==> src/rtl/deemph.sv <==
// rtl/deemph.sv - single-multiplier de-emphasis IIR filter between two FIFOs
module deemph #(
  parameter int                          DATA_SIZE = 32,
  parameter int                          BITS      = 10,
  parameter logic signed [DATA_SIZE-1:0] X_COEFF   = 178,
  parameter logic signed [DATA_SIZE-1:0] Y_COEFF   = 667
) (
  input  logic                        clock,
  input  logic                        reset,
  input  logic signed [DATA_SIZE-1:0] add_in_dout,
  input  logic                        add_in_empty,
  output logic                        add_in_rd_en,
  output logic signed [DATA_SIZE-1:0] deemph_out_din,
  input  logic                        deemph_out_full,
  output logic                        deemph_out_wr_en
);

  localparam logic [1:0] S_READ  = 2'd0;
  localparam logic [1:0] S_CALC  = 2'd1;
  localparam logic [1:0] S_WRITE = 2'd2;

  logic [1:0]                  r_state;
  logic [1:0]                  r_tap;
  logic signed [DATA_SIZE-1:0] r_x;
  logic signed [DATA_SIZE-1:0] r_x_prev;
  logic signed [DATA_SIZE-1:0] r_y_prev;
  logic signed [DATA_SIZE-1:0] r_acc;
  logic signed [DATA_SIZE-1:0] r_result;

  logic signed [DATA_SIZE-1:0]   w_coef;
  logic signed [DATA_SIZE-1:0]   w_opnd;
  logic signed [2*DATA_SIZE-1:0] w_coef_ext;
  logic signed [2*DATA_SIZE-1:0] w_opnd_ext;
  logic signed [2*DATA_SIZE-1:0] w_prod;
  logic signed [DATA_SIZE-1:0]   w_term;
  logic signed [DATA_SIZE-1:0]   w_sum;
  logic                          w_rd;
  logic                          w_wr;

  // Tap select for the shared multiplier: x[n], then x[n-1], then y[n-1]
  always_comb begin
    w_coef = X_COEFF;
    w_opnd = r_x;
    case (r_tap)
      2'd1: w_opnd = r_x_prev;
      2'd2: begin
        w_coef = Y_COEFF;
        w_opnd = r_y_prev;
      end
      default: ;
    endcase
  end

  // Full-width signed product, arithmetic shift (floor), then truncate back to sample width
  assign w_coef_ext = {{DATA_SIZE{w_coef[DATA_SIZE-1]}}, w_coef};
  assign w_opnd_ext = {{DATA_SIZE{w_opnd[DATA_SIZE-1]}}, w_opnd};
  assign w_prod     = w_coef_ext * w_opnd_ext;
  assign w_term     = DATA_SIZE'(w_prod >>> BITS);
  assign w_sum      = r_acc + w_term;

  // Strobes are combinational so the FIFO word is consumed in the cycle it is seen;
  // the read strobe is also gated by reset so it stays low while reset is held.
  assign w_rd             = (r_state == S_READ) && !add_in_empty && reset;
  assign w_wr             = (r_state == S_WRITE) && !deemph_out_full;
  assign add_in_rd_en     = w_rd;
  assign deemph_out_wr_en = w_wr;
  assign deemph_out_din   = r_result;

  // READ/CALC/WRITE sequencer with accumulator and history; history moves only on a committed write
  always_ff @(posedge clock or negedge reset) begin
    if (!reset) begin
      r_state  <= S_READ;
      r_tap    <= '0;
      r_x      <= '0;
      r_x_prev <= '0;
      r_y_prev <= '0;
      r_acc    <= '0;
      r_result <= '0;
    end else begin
      case (r_state)
        S_READ: begin
          if (w_rd) begin
            r_x     <= add_in_dout;
            r_acc   <= '0;
            r_tap   <= '0;
            r_state <= S_CALC;
          end
        end
        S_CALC: begin
          r_acc <= w_sum;
          if (r_tap == 2'd2) begin
            r_result <= w_sum;
            r_state  <= S_WRITE;
          end else begin
            r_tap <= r_tap + 2'd1;
          end
        end
        S_WRITE: begin
          if (w_wr) begin
            r_x_prev <= r_x;
            r_y_prev <= r_result;
            r_state  <= S_READ;
          end
        end
        default: r_state <= S_READ;
      endcase
    end
  end

endmodule

==> config.mk <==
export PLATFORM = sky130hd
export DESIGN_NAME = deemph
export DESIGN_NICKNAME = d
export VERILOG_FILES = /design/src/rtl/deemph.sv
export SDC_FILE = /design/constraint.sdc
export NUM_CORES = 1
export LEC_CHECK = 0
export CORE_ASPECT_RATIO = 0.7
export CORE_MARGIN = 4
export CORE_UTILIZATION = 55
export CTS_CLUSTER_DIAMETER = 40
export DETAILED_ROUTE_END_ITERATION = 6
export HOLD_SLACK_MARGIN = 0.05
export PLACE_DENSITY = 0.73
export SYNTH_ARGS = -nofsm -noshare
export SYNTH_HDL_FRONTEND = slang
export SYNTH_SLANG_ARGS = --single-unit
==> constraint.sdc <==
create_clock -name clock -period 13.05 [get_ports clock]
set_clock_uncertainty 0.1 [all_clocks]
set_input_delay 1.9575 -clock clock [delete_from_list [all_inputs] [get_ports clock]]
set_output_delay 1.9575 -clock clock [all_outputs]
set_load 0.05 [all_outputs]
==> load_flow_metrics.sql, run 1 <==
INSERT INTO impl_metrics (metric_group, metric, value, unit) VALUES
('cells_and_area', 'post-route-cell-area', '17580', 'sq um'),
('floorplanning', 'coreArea', '28140', 'sq um'),
('setup_path', 'worst_path_max_delay_cell', 'sky130_fd_sc_hd__ha_2', ''),
('clocking', 'ctsHtreeMaxLevel', '4', ''),
('drt', 'routed-via-count', '11750', ''),
('sta', 'tightestPinTransition', '1.145', 'ns'),
('yosys', 'synth_flop_cell', 'sky130_fd_sc_hd__dfrtp_1', ''),
('cells_and_area', 'drive_above_1_share', '0.08906', ''),
('yosys', 'synth_cells', '1661', ''),
('setup_path', 'timing.reg2reg.setup_slack', '3.02', 'ns'),
('floorplanning', 'num_io_pins', '70', ''),
('yosys', 'synthDominantCellAreaShare', '0.2576', ''),
('yosys', 'ys_seq_area_frac', '0.2576', ''),
('floorplanning', 'die_area', '31800', 'sq um'),
('clocking', 'cts_repair_resize_count', '0', ''),
('yosys', 'synth_edf_count', '0', ''),
('floorplanning', 'die_h', '150.4', 'microns'),
('setup_path', 'slowest_delay', '0.60', 'ns'),
('sta', 'maxClockFrequency', '0.09971', 'GHz'),
('placed_design', 'detailedPlacementHpwl', '32860', 'microns'),
('placed_design', 'placedCellCount', '2057', ''),
('clocking', 'cts.root.buffer_cell', 'sky130_fd_sc_hd__clkbuf_16', ''),
('cells_and_area', 'area_growth', '10.33', '%'),
('clocking', 'cts_tree', 'built', ''),
('grt', 'antenna_found_initial', '1', ''),
('drt', 'routedWlPerCell', '19.38', 'microns'),
('grt', 'grt_ovf', '0', ''),
('setup_path', 'crit_type', 'flip-flop to flip-flop', ''),
('floorplanning', 'placementRows', '51', ''),
('cells_and_area', 'fillers', '2323', ''),
('sta', 'finalWorstPathRequiredPeriod', '10.03', 'ns'),
('clocking', 'clock_insertion_delay_worst_skew', '0.43', 'ns'),
('clocking', 'cts-hold-fix-buffers', '0', ''),
('setup_path', 'worstSetupEndpointType', 'flip-flop', ''),
('drt', 'drt_first_iter_violations', '1078', ''),
('cells_and_area', 'final_core_utilization', '0.6247', ''),
('drt', 'routed_vias_inst', '5.620', ''),
('yosys', 'synthDominantAreaCellType', 'sky130_fd_sc_hd__dfrtp_1', ''),
('clocking', 'tritoncts.num_buffers', '17', ''),
('sta', 'min_period_over_period', '0.7685', ''),
('drt', 'route.antenna.remaining_nets', '0', ''),
('drt', 'detailedRoute.firstPassIterationCount', '7', ''),
('run', 'cap_viol_max_count', '0', ''),
('placed_design', 'placer_s_final_routability_congestion_estimate', '0.9645', ''),
('sta', 'setup_tns', '0', 'ns'),
('worst_hold_path', 'worstHoldPathType', 'flip-flop to flip-flop', ''),
('setup_path', 'crit_required', '13.21', 'ns'),
('sta', 'rsz0062_at_grt', 'no', ''),
('yosys', 'synthesis.nets', '2040', ''),
('grt', 'grt_pass1_vias', '11940', ''),
('clocking', 'cts_buffer_depth', '2', ''),
('sta', 'hold_viol_final', '0', ''),
('floorplanning', 'fp.dieW', '211.4', 'microns'),
('cells_and_area', 'stdcell_count', '2090', ''),
('cells_and_area', 'final_nets', '2084', ''),
('drt', 'drt_wl_total', '40510', 'microns'),
('clocking', 'post_cts_buffers', '0', ''),
('placed_design', 'place_area', '16970', 'sq um'),
('clocking', 'clk_pin_slew', '0.07', 'ns'),
('cells_and_area', 'final-seq-area', '4104', 'sq um'),
('sta', 'final-setup-viol-count', '0', ''),
('yosys', 'async_reset_ff_frac', '1.000', ''),
('yosys', 'synthesis.yosys.warnings', '0', ''),
('setup_path', 'crit_fanout', '39', ''),
('yosys', 'netlist_top_cells_area', 'sky130_fd_sc_hd__dfrtp_1 (26%), sky130_fd_sc_hd__fa_1 (20%), sky130_fd_sc_hd__ha_1 (14%), sky130_fd_sc_hd__inv_1 (8.3%), sky130_fd_sc_hd__mux2_2 (6.9%)', ''),
('status', 'run_status', 'completed', ''),
('grt', 'first_pass_grt_wire_length', '66380', 'microns'),
('drt', 'drc_errors', '0', ''),
('yosys', 'syn-mean-instance-area', '9.592', 'sq um'),
('clocking', 'cts.sink_count', '164', ''),
('grt', 'globalRouteTotalUtil', '0.2685', ''),
('setup_path', 'critPathMostFrequentCell', 'sky130_fd_sc_hd__inv_1', ''),
('setup_path', 'timing.critical_path.arrival', '10.19', 'ns'),
('placed_design', 'numPortBuffers', '69', ''),
('yosys', 'synth-seq-cells', '164', ''),
('sta', 'worst_slew_margin_rel', '0.2333', ''),
('yosys', 'synth.cell_area', '15930', 'sq um'),
('floorplanning', 'effective_utilization_at_floorplan', '0.5662', ''),
('yosys', 'synth.lib_cells_used.distinct', '54', ''),
('cells_and_area', 'multiInputGateArea', '10310', 'sq um'),
('grt', 'maximum_number_of_pins_on_one_net_before_global_route_repair', '85', ''),
('setup_path', 'startpoint_type', 'flip-flop', ''),
('sta', 'drv_slew', '0', '');
## registers in the layout (all words and copies together), names as in the netlist
register	cells
r_tap	2
deemph_out_din	32
r_state	2
r_x_prev	32
r_y_prev	32
r_acc	32
r_x	32
## critical path: cells and delay by family, from the launching register on
family / cells / cell delay, ns
simple gates: 6 / 1.11
fa+ha+maj: 8 / 3.85
xor+xnor: 2 / 0.35
buf+inv: 6 / 0.71
compound gates: 14 / 3.38
flops: 1 / 0.38
## Yosys cell counts, types with 3 or more instances
cell	instances
sky130_fd_sc_hd__a21o_1	26
sky130_fd_sc_hd__xor2_1	24
sky130_fd_sc_hd__nand2_1	115
sky130_fd_sc_hd__o21bai_1	7
sky130_fd_sc_hd__o21ai_0	63
sky130_fd_sc_hd__xnor2_1	39
sky130_fd_sc_hd__nand3_1	14
sky130_fd_sc_hd__a211oi_1	5
sky130_fd_sc_hd__fa_1	163
sky130_fd_sc_hd__o2111ai_1	3
sky130_fd_sc_hd__or2_2	5
sky130_fd_sc_hd__nor3_1	11
sky130_fd_sc_hd__o22ai_1	33
sky130_fd_sc_hd__nand4_1	7
sky130_fd_sc_hd__nor2b_1	32
sky130_fd_sc_hd__o21a_1	6
sky130_fd_sc_hd__ha_1	180
sky130_fd_sc_hd__and3_1	7
sky130_fd_sc_hd__clkbuf_1	47
sky130_fd_sc_hd__a31oi_1	6
sky130_fd_sc_hd__or3_1	3
sky130_fd_sc_hd__inv_1	354
sky130_fd_sc_hd__mux2_2	97
sky130_fd_sc_hd__a22oi_1	33
sky130_fd_sc_hd__nand2b_1	8
sky130_fd_sc_hd__buf_1	6
sky130_fd_sc_hd__a311oi_1	3
sky130_fd_sc_hd__o211ai_1	4
sky130_fd_sc_hd__a21oi_1	73
sky130_fd_sc_hd__dfrtp_1	164
sky130_fd_sc_hd__nor2_1	91
## kinds of logic after synthesis
kind of cell,count (synthesis),share of synthesized area
AOI/OAI and AO/OA,280,0.1102
adders and majority gates,343,0.3462
buffers and inverters,408,0.09612
muxes,97,0.06856
DFF,164,0.2576
and+or+nand+nor,306,0.08677
xor gates and xnor gates,63,0.03463
## metal layers
metal,track usage,vias to the layer above,share of wire
met1,0.4416,5781,0.51
li1,-,5487,-
met4,0.03798,0,0.0089
met5,0,-,0
met3,0.07519,42,0.10
met2,0.3568,436,0.38
## per-stage QoR
step / setup WS [ns] / hold WS (ns)
after floorplan: 4.438 / 0.3811
after global placement: 3.304 / 0.3887
after detailed placement: 3.246 / 0.3941
after CTS: 3.199 / 0.4093
after global routing: 2.363 / 0.4242
final: 3.021 / 0.4067
## layout by cell type, fill, tap and decap left out, types with 9 or more instances in the layout
| cell | n |
|---|---|
| sky130_fd_sc_hd__xor2_1 | 24 |
| sky130_fd_sc_hd__clkdlybuf4s50_1 | 68 |
| sky130_fd_sc_hd__nor2_1 | 91 |
| sky130_fd_sc_hd__nor3_1 | 11 |
| sky130_fd_sc_hd__buf_4 | 9 |
| sky130_fd_sc_hd__mux2_2 | 97 |
| sky130_fd_sc_hd__a22oi_1 | 33 |
| sky130_fd_sc_hd__o21ai_0 | 63 |
| sky130_fd_sc_hd__nand2_1 | 115 |
| sky130_fd_sc_hd__a21o_1 | 26 |
| sky130_fd_sc_hd__a21oi_1 | 73 |
| sky130_fd_sc_hd__nand3_1 | 14 |
| sky130_fd_sc_hd__nor2b_1 | 32 |
| sky130_fd_sc_hd__clkbuf_16 | 17 |
| sky130_fd_sc_hd__dfrtp_1 | 164 |
| sky130_fd_sc_hd__fa_1 | 163 |
| sky130_fd_sc_hd__inv_1 | 354 |
| sky130_fd_sc_hd__xnor2_1 | 39 |
| sky130_fd_sc_hd__o22ai_1 | 33 |
| sky130_fd_sc_hd__ha_1 | 179 |
## path summary, 6_finish.rpt
check,startpoint,depth (start not counted),end
min reg2reg,deemph_out_din[30],2,deemph_out_din[30]
max in group asynchronous,reset,2,r_acc[10]
min,deemph_out_din[30],2,deemph_out_din[30]
max,r_tap[0],36,r_acc[31]
max reg2reg,r_tap[0],36,r_acc[31]
min in group asynchronous,reset,1,deemph_out_din[27]
## layout make-up
type                       count  area share
antenna                        1   0.0001423
timing repair buffer          78     0.04320
inverter                     355     0.07580
clock buffer                  18     0.02498
sequential                   164      0.2335
tap                          371     0.02641
multi-input combinational   1089      0.5867
clock inverter                14    0.009324
Power of run 1 is not shown: default switching activity piles up to over one toggle a cycle in this logic, so the estimate is an artifact.
==> run 2: changes to the inputs <==
Settings changed: PLACE_DENSITY 0.73 to 0.76.
Clock period 13.05 ns to 9.2 ns, I/O delays scaled along.
==> load_flow_metrics.sql, run 2 (synthesis gave the netlist of run 1 again) <==
INSERT INTO impl_metrics (metric_group, metric, value, unit) VALUES
('clocking', 'cts.root.buffer_cell', 'sky130_fd_sc_hd__clkbuf_16', ''),
('setup_path', 'critPathMostFrequentCell', 'sky130_fd_sc_hd__inv_1', ''),
('cells_and_area', 'drive_above_1_share', '0.1163', ''),
('setup_path', 'slowest_delay', '0.59', 'ns'),
('clocking', 'cts-hold-fix-buffers', '0', ''),
('floorplanning', 'coreArea', '28140', 'sq um'),
('cells_and_area', 'most_common_cell_after_layout_fill_and_taps_aside', 'sky130_fd_sc_hd__inv_1', ''),
('drt', 'drt_wl_total', '40680', 'microns'),
('worst_hold_path', 'min_delay_worst_endpoint', 'r_x_prev[24]', ''),
('cells_and_area', 'insertedDiodeCount', '0', ''),
('floorplanning', 'effective_utilization_at_floorplan', '0.5662', ''),
('sta', 'finalWorstPathRequiredPeriod', '8.796', 'ns'),
('drt', 'drc_errors', '0', ''),
('status', 'run_status', 'completed', ''),
('sta', 'final-setup-viol-count', '0', ''),
('sta', 'hold_viol_final', '0', ''),
('drt', 'routed-via-count', '11900', ''),
('sta', 'drv_slew', '0', ''),
('cells_and_area', 'final_nets', '2112', ''),
('grt', 'globalRouteTotalUtil', '0.2634', ''),
('floorplanning', 'die_h', '150.4', 'microns'),
('placed_design', 'detailedPlacementHpwl', '32900', 'microns'),
('floorplanning', 'fp.dieW', '211.4', 'microns'),
('cells_and_area', 'final-seq-area', '4104', 'sq um'),
('drt', 'detailedRoute.firstPassIterationCount', '6', ''),
('sta', 'maxClockFrequency', '0.1137', 'GHz'),
('cells_and_area', 'area_growth', '12.18', '%'),
('placed_design', 'numPortBuffers', '69', ''),
('placed_design', 'place_area', '17180', 'sq um'),
('sta', 'min_period_over_period', '0.9561', ''),
('floorplanning', 'num_io_pins', '70', ''),
('clocking', 'cts_buffer_depth', '2', ''),
('sta', 'worst_slew_margin_rel', '0.3196', ''),
('setup_path', 'crit_type', 'flip-flop to flip-flop', ''),
('setup_path', 'startpoint_type', 'flip-flop', ''),
('run', 'cap_viol_max_count', '0', ''),
('grt', 'grt_ovf', '0', ''),
('sta', 'rsz0062_at_grt', 'yes', ''),
('sta', 'tightestPinTransition', '1.021', 'ns'),
('setup_path', 'crit_required', '9.39', 'ns'),
('grt', 'maximum_number_of_pins_on_one_net_before_global_route_repair', '85', ''),
('cells_and_area', 'post-route-cell-area', '17870', 'sq um'),
('floorplanning', 'die_area', '31800', 'sq um'),
('setup_path', 'timing.reg2reg.setup_slack', '0.40', 'ns'),
('worst_hold_path', 'hold_path.startpoint', 'r_x_prev[24]', ''),
('clocking', 'cts_tree', 'built', ''),
('clocking', 'clock_insertion_delay_worst_skew', '0.43', 'ns'),
('grt', 'first_pass_grt_wire_length', '65420', 'microns'),
('clocking', 'clk_pin_slew', '0.07', 'ns'),
('grt', 'grt_pass1_vias', '11940', ''),
('cells_and_area', 'final_cell_mix', 'sky130_fd_sc_hd__inv_1 (353), sky130_fd_sc_hd__ha_1 (178), sky130_fd_sc_hd__dfrtp_1 (164)', ''),
('setup_path', 'worst_path_max_delay_cell', 'sky130_fd_sc_hd__fa_1', ''),
('floorplanning', 'placementRows', '51', ''),
('clocking', 'cts.sink_count', '164', ''),
('clocking', 'tritoncts.num_buffers', '17', ''),
('setup_path', 'crit_fanout', '11', ''),
('worst_hold_path', 'worstHoldPathType', 'flip-flop to flip-flop', ''),
('cells_and_area', 'fillers', '2196', ''),
('setup_path', 'timing.critical_path.arrival', '8.99', 'ns'),
('grt', 'antenna_found_initial', '1', ''),
('worst_hold_path', 'holdPathStages', '1', ''),
('setup_path', 'reg2reg_depth', '38', ''),
('setup_path', 'worstReg2RegStart', 'r_tap[1]', ''),
('setup_path', 'worstSetupEndpointType', 'flip-flop', ''),
('drt', 'drt_first_iter_violations', '1396', ''),
('clocking', 'ctsHtreeMaxLevel', '4', ''),
('setup_path', 'rr_endpoint', 'r_acc[31]', ''),
('drt', 'routed_vias_inst', '5.623', ''),
('placed_design', 'placer_s_final_routability_congestion_estimate', '0.9495', ''),
('drt', 'route.antenna.remaining_nets', '0', ''),
('drt', 'routedWlPerCell', '19.22', 'microns'),
('cells_and_area', 'multiInputGateArea', '10440', 'sq um');
## run 2: routing by layer
metal  global-route usage  up-vias  share of wire
met2               0.3516      495           0.40
met3              0.08540       39           0.11
met4              0.03476        2         0.0085
met5                    0        -        0.00032
li1                     -     5530              -
met1               0.4248     5838           0.48
## run 2: worst max-delay path by stage
| stage | end | depth (start not counted) | slack, ns | startpoint |
|---|---|---|---|---|
| CTS | r_acc[31] | 35 | 0.06 | r_tap[0] |
| floorplan | r_acc[31] | 38 | 0.59 | r_tap[0] |
| finish | r_acc[31] | 38 | 0.40 | r_tap[1] |
| global placement | r_acc[31] | 36 | 0.25 | r_tap[0] |
| global route | r_acc[31] | 36 | -0.02 | r_tap[0] |
| detailed placement | r_acc[31] | 36 | 0.11 | r_tap[0] |
## run 2: critical path, delay by kind of cell, from the launching register on
| family | cells | cell delay (ns) |
|---|---|---|
| xor gates and xnor gates | 1 | 0.16 |
| DFF | 1 | 0.40 |
| and+or+nand+nor | 9 | 1.72 |
| adders and majority gates | 8 | 3.35 |
| buffers and inverters | 8 | 0.76 |
| AOI/OAI and AO/OA | 12 | 2.15 |
## run 2: what timing repair did
item,4_1_cts,5_1_grt
gates resized for setup,0,38
setup buffers,0,1
setup endpoints to repair,0,26
## run 2: metrics by stage
stage               setup slack, ns  std cells    util  hold WS (ns)  TNS (ns)
floorplan                    0.5875       1661       -        0.3811         0
global placement             0.2505       2084  0.6104        0.3831         0
detailed placement           0.1095       2084  0.6104        0.3965         0
CTS                         0.05941       2116  0.6300        0.4112         0
global route               -0.02140       2117  0.6351        0.4256  -0.02140
finish                       0.4037       2117  0.6351        0.4083         0
## run 2: area by class of cell
type | instances | share of cell area
clock buffer | 20 | 0.02555
clock inverter | 12 | 0.005390
inverter | 355 | 0.07455
multi-input combinational | 1089 | 0.5838
sequential | 164 | 0.2296
tap | 371 | 0.02597
timing repair buffer | 106 | 0.05509
Power of run 2 is left out for the same reason.
==> run 3: changes to the inputs <==
Settings changed: CELL_PAD_IN_SITES_DETAIL_PLACEMENT set to 0, CELL_PAD_IN_SITES_GLOBAL_PLACEMENT set to 1, CORE_ASPECT_RATIO 0.7 to 0.5, CORE_UTILIZATION 55 to 45, MAX_ROUTING_LAYER set to met4, PLACE_DENSITY 0.76 to not set, PLACE_DENSITY_LB_ADDON set to 0.1.
==> load_flow_metrics.sql, run 3 (synthesis gave the netlist of run 1 again) <==
INSERT INTO impl_metrics (metric_group, metric, value, unit) VALUES
('cells_and_area', 'stdcell_count', '2239', ''),
('floorplanning', 'fp.dieW', '274.1', 'microns'),
('setup_path', 'worst_path_max_delay_cell', 'sky130_fd_sc_hd__fa_1', ''),
('cells_and_area', 'final_cell_mix', 'sky130_fd_sc_hd__inv_1 (354), sky130_fd_sc_hd__ha_1 (177), sky130_fd_sc_hd__dfrtp_1 (164)', ''),
('setup_path', 'worstReg2RegStart', 'r_tap[1]', ''),
('setup_path', 'critPathMostFrequentCell', 'sky130_fd_sc_hd__inv_1', ''),
('status', 'run_status', 'completed', ''),
('setup_path', 'reg2reg_depth', '38', ''),
('drt', 'drt_first_iter_violations', '655', ''),
('floorplanning', 'coreArea', '34710', 'sq um'),
('setup_path', 'cp-endpoint', 'r_acc[31]', ''),
('setup_path', 'startpoint_type', 'flip-flop', ''),
('setup_path', 'crit_type', 'flip-flop to flip-flop', ''),
('sta', 'tightestPinTransition', '0.9016', 'ns'),
('drt', 'routed_vias_inst', '5.150', ''),
('setup_path', 'timing.reg2reg.setup_slack', '0.39', 'ns'),
('cells_and_area', 'most_common_cell_after_layout_fill_and_taps_aside', 'sky130_fd_sc_hd__inv_1', ''),
('placed_design', 'numPortBuffers', '69', ''),
('drt', 'route.antenna.remaining_nets', '0', ''),
('setup_path', 'worstSetupStartpoint', 'r_tap[1]', ''),
('drt', 'detailedRoute.firstPassIterationCount', '5', ''),
('floorplanning', 'die_area', '38660', 'sq um'),
('cells_and_area', 'drive_above_1_share', '0.1213', ''),
('sta', 'drv_slew', '0', ''),
('setup_path', 'crit_required', '9.41', 'ns'),
('drt', 'drt_wl_total', '39920', 'microns'),
('floorplanning', 'num_io_pins', '70', ''),
('clocking', 'cts-hold-fix-buffers', '0', ''),
('cells_and_area', 'area_growth', '13.59', '%'),
('drt', 'drc_errors', '0', ''),
('run', 'cap_viol_max_count', '0', ''),
('setup_path', 'worstSetupEndpointType', 'flip-flop', ''),
('sta', 'hold_viol_final', '0', ''),
('setup_path', 'crit_family', 'compound AO/OA/AOI/OAI gates', ''),
('cells_and_area', 'insertedDiodeCount', '0', ''),
('cells_and_area', 'final_nets', '2131', ''),
('worst_hold_path', 'worstHoldPathType', 'flip-flop to flip-flop', ''),
('floorplanning', 'die_h', '141.1', 'microns'),
('sta', 'final-setup-viol-count', '0', ''),
('grt', 'first_pass_grt_wire_length', '64990', 'microns'),
('grt', 'globalRouteTotalUtil', '0.2218', ''),
('sta', 'worst_slack', '0.3902', 'ns'),
('grt', 'maximum_number_of_pins_on_one_net_before_global_route_repair', '81', ''),
('drt', 'routed-via-count', '11530', ''),
('clocking', 'cts.root.buffer_cell', 'sky130_fd_sc_hd__clkbuf_16', ''),
('clocking', 'tritoncts.num_buffers', '17', ''),
('clocking', 'cts_tree', 'built', ''),
('placed_design', 'placer_s_final_routability_congestion_estimate', '0.9433', ''),
('cells_and_area', 'final_core_utilization', '0.5214', ''),
('sta', 'maxClockFrequency', '0.1135', 'GHz'),
('grt', 'antenna_found_initial', '0', ''),
('clocking', 'ctsHtreeMaxLevel', '4', ''),
('setup_path', 'worst-path-buf-inv', '8', ''),
('setup_path', 'crit_fanout', '21', ''),
('floorplanning', 'effective_utilization_at_floorplan', '0.4590', ''),
('placed_design', 'detailedPlacementHpwl', '32640', 'microns'),
('floorplanning', 'placementRows', '48', ''),
('sta', 'hold_ws', '0.4065', 'ns'),
('clocking', 'cts_buffer_depth', '2', ''),
('setup_path', 'timing.critical_path.arrival', '9.02', 'ns'),
('clocking', 'clock_insertion_delay_worst_skew', '0.45', 'ns'),
('placed_design', 'pre_cts_slack', '0.04527', 'ns'),
('setup_path', 'crit_path_depth', '38', ''),
('sta', 'finalWorstPathRequiredPeriod', '8.810', 'ns'),
('setup_path', 'rr_endpoint', 'r_acc[31]', ''),
('clocking', 'clk_pin_slew', '0.07', 'ns'),
('placed_design', 'placedCellCount', '2205', ''),
('sta', 'worst_slew_margin_rel', '0.3989', ''),
('sta', 'min_period_over_period', '0.9576', ''),
('drt', 'routedWlPerCell', '17.83', 'microns'),
('clocking', 'cts.sink_count', '164', ''),
('grt', 'grt_ovf', '0', ''),
('grt', 'grt_pass1_vias', '11910', ''),
('setup_path', 'slowest_delay', '0.57', 'ns');
[run 3: cell types whose count changed in the layout (fill, tap and decap cells not counted), moves of 2 or more]
cell                       before  now
sky130_fd_sc_hd__a21oi_2       11    4
sky130_fd_sc_hd__buf_6          5    2
sky130_fd_sc_hd__buf_4         33   54
sky130_fd_sc_hd__clkinv_4       3    0
sky130_fd_sc_hd__a22oi_1       31   33
sky130_fd_sc_hd__a22oi_2        2    0
sky130_fd_sc_hd__inv_6          3    5
sky130_fd_sc_hd__a21oi_1       61   69
sky130_fd_sc_hd__clkbuf_8       2    0
sky130_fd_sc_hd__inv_8          1    3
[run 3: worst min-delay path by stage]
stage                     slack [ns]  depth (start not counted)               start                 end
after floorplan                 0.38                          1         r_y_prev[0]         r_y_prev[0]
after global placement          0.38                          2  deemph_out_din[23]  deemph_out_din[23]
after detailed placement        0.39                          2  deemph_out_din[23]  deemph_out_din[23]
after CTS                       0.41                          2  deemph_out_din[23]  deemph_out_din[23]
after global routing            0.43                          1        r_x_prev[26]        r_x_prev[26]
final                           0.41                          2  deemph_out_din[23]  deemph_out_din[23]
[run 3: layout make-up]
type                    count  area [sq um]
well taps                 475         594.3
clock inverters            14         117.6
flip-flops and latches    164          4104
multi-input cells        1089         10400
clock buffers              17         425.4
inverters                 355          1333
repair buffers            125          1129
fillers                  3327         16610
[run 3: timing repair]
action,4_1_cts,5_1_grt
resized for setup,0,25
buffers inserted,0,3
endpoints found under the setup margin,0,24
endpoints found under the hold margin,0,0
[run 3: through the flow]
stage	TNS, ns	cell area [sq um]
floorplan	0	15930
global placement	0	17450
detailed placement	0	17450
CTS	0	17990
global route	-0.2144	18100
finish	0	18100
[run 3: tightest hold or removal path: cells and delay by family, from the launching register on]
family | cells | cell delay, ns
AOI/OAI and AO/OA | 1 | 0.06
DFF | 1 | 0.36
and+or+nand+nor | 1 | 0.05
[run 3: per-layer routing]
metal | vias to the layer above | share of wire | track usage
met5 | - | 0 | -
met4 | 0 | 0.0098 | 0.02948
met3 | 27 | 0.025 | 0.03112
met2 | 158 | 0.48 | 0.3560
met1 | 5786 | 0.49 | 0.3103
li1 | 5559 | - | -
Power of run 3 is left out for the same reason.
